$ cat src/rtl/alu_issue.sv
// alu_issue -- RV32I integer-ALU decode plus 2-entry in-order issue buffer.
//
// The instruction offered on the input is decoded combinationally into ALU
// operands and an operation select. The decoded entry is then written into a
// two-deep FIFO. The oldest entry is always shown on the output side.
//
// Ports
//   clk, rst        clock; synchronous active-high reset
//   flush           discard every buffered entry (a push in the same cycle is dropped)
//   in_valid/ready  upstream handshake for instr, rs1_data, rs2_data
//   out_valid/ready downstream handshake for the head entry
//   opA, opB        ALU operands of the head entry
//   aluOutSel       ALU operation select of the head entry
//   rd              destination register (instr[11:7]) of the head entry
//   illegal         the head entry is an unsupported instruction
module alu_issue #(
  parameter int XLEN = 32
) (
  input  logic            clk,
  input  logic            rst,
  input  logic            flush,
  input  logic            in_valid,
  output logic            in_ready,
  input  logic [31:0]     instr,
  input  logic [XLEN-1:0] rs1_data,
  input  logic [XLEN-1:0] rs2_data,
  output logic            out_valid,
  input  logic            out_ready,
  output logic [XLEN-1:0] opA,
  output logic [XLEN-1:0] opB,
  output logic [3:0]      aluOutSel,
  output logic [4:0]      rd,
  output logic            illegal
);

  localparam logic [6:0] OPC_R   = 7'b0110011;
  localparam logic [6:0] OPC_I   = 7'b0010011;
  localparam logic [6:0] OPC_LUI = 7'b0110111;
  localparam logic [6:0] F7_ZERO = 7'b0000000;
  localparam logic [6:0] F7_ALT  = 7'b0100000;

  localparam logic [3:0] SEL_ADD  = 4'b0000;
  localparam logic [3:0] SEL_SUB  = 4'b0001;
  localparam logic [3:0] SEL_XOR  = 4'b0010;
  localparam logic [3:0] SEL_OR   = 4'b0011;
  localparam logic [3:0] SEL_AND  = 4'b0100;
  localparam logic [3:0] SEL_SLT  = 4'b0101;
  localparam logic [3:0] SEL_SLTU = 4'b0110;
  localparam logic [3:0] SEL_SLL  = 4'b0111;
  localparam logic [3:0] SEL_SRL  = 4'b1000;
  localparam logic [3:0] SEL_SRA  = 4'b1001;
  localparam logic [3:0] SEL_PASS = 4'b1111;

  typedef struct packed {
    logic [XLEN-1:0] opa;
    logic [XLEN-1:0] opb;
    logic [3:0]      sel;
    logic [4:0]      rd;
    logic            ill;
  } entry_t;

  // funct3 -> operation select for the "base" (funct7 == 0) variants.
  function automatic logic [3:0] f3_sel(input logic [2:0] f3);
    case (f3)
      3'b000:  f3_sel = SEL_ADD;
      3'b001:  f3_sel = SEL_SLL;
      3'b010:  f3_sel = SEL_SLT;
      3'b011:  f3_sel = SEL_SLTU;
      3'b100:  f3_sel = SEL_XOR;
      3'b101:  f3_sel = SEL_SRL;
      3'b110:  f3_sel = SEL_OR;
      default: f3_sel = SEL_AND;
    endcase
  endfunction

  // ---------------- decode ----------------
  logic [6:0] opc, f7;
  logic [2:0] f3;
  logic       bad;
  entry_t     dec;

  assign opc = instr[6:0];
  assign f3  = instr[14:12];
  assign f7  = instr[31:25];

  always_comb begin
    dec     = '0;
    dec.rd  = instr[11:7];
    dec.sel = SEL_PASS;
    bad     = 1'b0;
    case (opc)
      OPC_R: begin
        dec.opa = rs1_data;
        dec.opb = rs2_data;
        if (f7 == F7_ZERO)                     dec.sel = f3_sel(f3);
        else if (f7 == F7_ALT && f3 == 3'b000) dec.sel = SEL_SUB;
        else if (f7 == F7_ALT && f3 == 3'b101) dec.sel = SEL_SRA;
        else                                   bad     = 1'b1;
      end
      OPC_I: begin
        dec.opa = rs1_data;
        if (f3 == 3'b001 || f3 == 3'b101) begin
          // Shift-immediate: only the 5-bit shamt is an operand, upper bits select the variant.
          dec.opb = {{(XLEN-5){1'b0}}, instr[24:20]};
          if (f7 == F7_ZERO)                     dec.sel = f3_sel(f3);
          else if (f7 == F7_ALT && f3 == 3'b101) dec.sel = SEL_SRA;
          else                                   bad     = 1'b1;
        end else begin
          dec.opb = {{(XLEN-12){instr[31]}}, instr[31:20]};
          dec.sel = f3_sel(f3);
        end
      end
      OPC_LUI: begin
        dec.opa = {instr[31:12], 12'b0};
        dec.opb = '0;
        dec.sel = SEL_PASS;
      end
      default: bad = 1'b1;
    endcase
    // Unsupported encodings still travel through the buffer, but with zeroed operands.
    if (bad) begin
      dec.opa = '0;
      dec.opb = '0;
      dec.sel = SEL_PASS;
      dec.ill = 1'b1;
    end
  end

  // ---------------- 2-entry FIFO ----------------
  entry_t     mem [2];
  logic       wptr, rptr;
  logic [1:0] count;
  logic       push, pop;

  assign in_ready  = (count != 2'd2);
  assign out_valid = (count != 2'd0);
  assign push      = in_valid & in_ready & ~flush;
  assign pop       = out_valid & out_ready;

  always_ff @(posedge clk) begin
    if (rst) begin
      // Clearing storage makes the head outputs read as zero after reset.
      for (int i = 0; i < 2; i++) mem[i] <= '0;
      wptr  <= 1'b0;
      rptr  <= 1'b0;
      count <= 2'd0;
    end else if (flush) begin
      wptr  <= 1'b0;
      rptr  <= 1'b0;
      count <= 2'd0;
    end else begin
      if (push) begin
        mem[wptr] <= dec;
        wptr      <= ~wptr;
      end
      if (pop) rptr <= ~rptr;
      case ({push, pop})
        2'b10:   count <= count + 2'd1;
        2'b01:   count <= count - 2'd1;
        default: count <= count;
      endcase
    end
  end

  assign opA       = mem[rptr].opa;
  assign opB       = mem[rptr].opb;
  assign aluOutSel = mem[rptr].sel;
  assign rd        = mem[rptr].rd;
  assign illegal   = mem[rptr].ill;

endmodule

$ cat config.mk
export PLATFORM = sky130hd
export DESIGN_NAME = alu_issue
export DESIGN_NICKNAME = d
export VERILOG_FILES = /design/src/rtl/alu_issue.sv
export SDC_FILE = /design/constraint.sdc
export NUM_CORES = 1
export LEC_CHECK = 0
export CAP_MARGIN = 30
export CORE_MARGIN = 3
export CORE_UTILIZATION = 54
export CTS_CLUSTER_SIZE = 24
export DETAILED_ROUTE_END_ITERATION = 10
export GPL_ROUTABILITY_DRIVEN = 0
export GPL_TIMING_DRIVEN = 0
export PLACE_DENSITY = 0.86
export SETUP_SLACK_MARGIN = 0.5
export SLEW_MARGIN = 20
export SYNTH_ARGS = -nofsm -noshare
export SYNTH_HDL_FRONTEND = slang
export SYNTH_SLANG_ARGS = --single-unit
$ cat constraint.sdc
create_clock -name clk -period 9.9 [get_ports clk]
set_input_delay 1.98 -clock clk [delete_from_list [all_inputs] [get_ports clk]]
set_output_delay 1.98 -clock clk [all_outputs]
set_load 0.01 [all_outputs]
After elaboration in Yosys (flattened, before gate mapping)
Memory sizes are Yosys's and may differ from the RTL's. A register that Yosys moved wholly into a read port is not among the register bits.
Index checks and enable logic that the tools add are counted.
- ROM bits: 0
- bits in latches: 0
- bits in writable memories: 148
- output and inout port bits: 76
- register bits after elaboration: 4
- memories: 1
- bitwise operators: 6
- muxes and demuxes: 27
- magnitude comparators: 0
- $add $sub $neg: 2
- div/mod/pow operators: 0
- shift operators: 0
- equal/unequal tests: 13
- $mul: 0
- reductions and logical operators: 9
- memories (memory ; words ; bits a word ; read ports ; clocked after Yosys merged registers in ; write ports ; RTL line ; source):
    mem ; 2 ; 74 ; 1 ; 1 ; 2 ; 130 ; entry_t mem [2];
- operators by type and width (kind ; count):
    $pmux W68 S3 ; 1
    $mux W74 ; 1
    $reduce_or A74 Y1 ; 1
    $mux W68 ; 1
    $mux W36 ; 1
    $pmux W4 S7 ; 1
    $eq A7 B6 Y1 const B ; 3
    $mux W1 ; 16
    $mux W4 ; 3
    $eq A3 B3 Y1 const B ; 3
    $eq A7 B5 Y1 const B ; 1
    $logic_not A7 Y1 ; 1
    $eq A3 B2 Y1 const B ; 2
    $pmux W2 S2 ; 1
    $reduce_bool A2 Y1 ; 2
    $and A1 B1 Y1 ; 3
    $eq A3 B1 Y1 const B ; 1
    $logic_not A3 Y1 ; 1
    $mux W3 ; 1
    $not A1 Y1 ; 3
    $pmux W1 S3 ; 1
    $add A2 B1 Y2 const B ; 1
    $eq A2 B1 Y1 const B ; 1
    $eq A2 B2 Y1 const B ; 1
    other kinds (5) ; 6

Logic depth before layout (Yosys ltp)
- depth in word-level cells: 9
- depth in mapped cells: 8
- gate-level depth less buffers: 8

Least setup slack after synthesis
OpenSTA, ideal clock, no wires.
- path kind: input to register
- start: in flush
- end: mem mem[0][0] (netlist name), enable pin
- library setup time: 521 ps
- stages: 3
- slack: 3395 ps
- data required time: 9379 ps
- data arrival time: 5983 ps
- path through: clkbuf_1 or2_2 o21bai_1
- RTL lines (what ; RTL line ; source):
    start, declared ; 21 ; input logic flush,
    end, declared ; 130 ;

==> impl_metrics.tcl <==
set metrics [dict create \
    cts_tree "done" \
    seq_area_frac_synth 0.615 \
    holdBufCountCts 0 \
    cts_buffers 17 \
    drv_cap 0 \
    diodes 0 \
    cts.repair.resized 0 \
    layout_common_cells "clkdlybuf4s50_1 (173), edfxtp_1 (148), nand2_1 (78)" \
    max_stage_delay_ns 0.60 \
    synth_top_area_share 0.602 \
    drv_slew 0 \
    drt_pass1_iterations 6 \
    die_height_um 123 \
    setup_viol 0 \
    ys.flop_type "edfxtp_1" \
    synthArstFlopShare 0 \
    crit_path_max_fanout 10 \
    grt_pass1_wl_mm 30.6 \
    worst_pin_slew_ns 0.928 \
    core_um2 13300 \
    start_util 0.556 \
    max_freq_mhz 208 \
    ir_worst_vdd_mv 0.107 \
    drc 0 \
    p_leak_nw 3.47 \
    final_common_cell "clkdlybuf4s50_1" \
    rsz0062_at_grt "no" \
    die_area_um2 15100 \
    syn-cell-area_um2 7390 \
    cp-start-kind "flop" \
    grt_max_degree 40 \
    grt_antenna_before_repair 1 \
    insertion_delay_ns 0.43 \
    die_x_um 123 \
    syn_inst 597 \
    drive_gt1_frac 0.167 \
    cts_sinks 153 \
    cts_htree_levels 4 \
    yosys_warnings 0 \
    relSlewSlack 0.365 \
    power_density_nw_per_um2 166 \
    grt_overflow_total 0 \
    crit_top_cell "clkbuf_1" \
    crit_path_end_kind "primary output" \
    post-cts-setup-buffers 0 \
    fp-row-count 42 \
    worstPathCellList "clkbuf_1, clkbuf_1, mux2_2, clkdlybuf4s50_1" \
    path_class "flop to primary output" \
    area_growth_pct 37.2 \
    ys_ff_latch 153 \
    min_period_ns 4.80 \
    synth-edff-count 148 \
    post-dp-hpwl_mm 13.8 \
    vias 5810 \
    port_buffers 173 \
    avgSynthCellArea_um2 12.4 \
    drt_iter0_drc 556 \
    grt_pass1_vias 5914 \
    syn_nets 699 \
    synthTopCellsByArea "edfxtp_1 (60%), mux2_2 (11%), nand2_1 (4.0%)" \
    fin_ws_ns 5.10 \
    grt_util_all_layers 0.272 \
    final_nets 895 \
    setup_tns_ns 0 \
    ctsLongestPathBuffers 2 \
    hold_viol_final 0 \
    num_io_pins 177 \
    cpMaxStageDelayCell "clkbuf_1" \
    status "finished clean" \
    cts-root-buf "clkbuf_16" \
    hold_class "flop to flop" \
    ant_nets 0 \
    period_share 0.485 \
    path_clk_slew_ns 0.06 \
    wl_per_cell_um 20.7 \
    routed_via_density 5.92 \
    yosysUniqueCellTypes 45 \
    place_ws_ns 5.10 \
    finClkSkew_ns 0.00457 \
    critPathArrivalTime_ns 2.82 \
    wl_mm 20.4 \
    worstPathRequired_ns 7.92 \
    synth_top_area_cell "edfxtp_1" \
]
-- state kept, by name (all words and copies together) (netlist names), named ones only --
name	cells
count	2
rptr	1
wptr	1
mem	148
-- report_power, final --
| part | leakage [nW] | switching (W) | internal [W] |
|---|---|---|---|
| registers | 1.58 | 0.00000888 | 0.000740 |
| logic | 1.56 | 0.0000851 | 0.0000991 |
| clock network | 0.333 | 0.000256 | 0.000496 |
-- cell families (layout without fill, tap and decap cells) --
family | count (synthesis) | after routing | synth area share
AND/OR/NAND/NOR | 235 | 235 | 0.150
flip-flops | 153 | 153 | 0.615
multiplexers | 79 | 79 | 0.120
AO/OA/AOI/OAI | 76 | 76 | 0.0771
buffers and inverters | 47 | 256 | 0.0296
XOR/XNOR | 6 | 6 | 0.00712
adder cells (fa/ha/maj) | 1 | 1 | 0.00169
-- stage by stage --
stage                     instance area [µm²]  total power (W)  hold WS (ns)  cells  utilization
final                                   10100          0.00168         0.560    982        0.762
after global routing                    10100          0.00173         0.593    982        0.762
after CTS                               10100          0.00168         0.567    982        0.762
after detailed placement                 9460         0.000943         0.557    950        0.711
after global placement                   9340         0.000935         0.534    946        0.702
after floorplan                          7390         0.000836         0.520    597            -
-- cell type report --
class	count	area (µm²)
Sequential cell	153	4540
Fill cell	822	3160
Multi-Input combinational cell	397	2640
Timing Repair Buffer	177	1830
Clock buffer	18	429
Clock inverter	14	250
Tap cell	176	220
Buffer	45	211
Inverter	2	7.51
-- layer usage --
| metal | vias to the layer above | wire [µm] | track usage |
|---|---|---|---|
| met5 | - | 11 | 0 |
| li1 | 2604 | - | - |
| met4 | 2 | 687 | 0.110 |
| met3 | 61 | 1870 | 0.0782 |
| met1 | 2796 | 7510 | 0.327 |
| met2 | 347 | 10300 | 0.463 |
-- synthesized netlist by cell type (2+ instances only) --
master	count
and2_1	13
a21o_1	3
nor2b_1	2
a31oi_1	2
or2_2	4
clkbuf_1	31
mux2_2	74
dfxtp_1	5
nand2_1	78
nand2b_1	5
buf_2	10
a22o_1	6
xnor2_1	3
o21ai_0	8
a2111oi_0	2
a211oi_1	30
nor3_1	46
xor2_1	3
mux2i_1	5
nor2_1	75
inv_1	2
a21oi_1	2
edfxtp_1	148
buf_6	4
nor4_4	2
o31ai_1	2
nand3_4	2
a22oi_1	13
-- critical path, delay by kind of cell (launching register included) --
family,cells,cell delay (ns)
buffers and inverters,3,1.64
muxes,1,0.41
DFF,1,0.32
-- final timing paths --
kind | start | end | slack, ns | cells after the start
max | flop | opB[4] | 5.10 | 4
min | rptr | flop | 0.56 | 2
max reg2reg | count[0] | mem[1][52] | 7.39 | 5
min reg2reg | rptr | flop | 0.56 | 2
No activity file was read; power rests on OpenSTA's default activity.
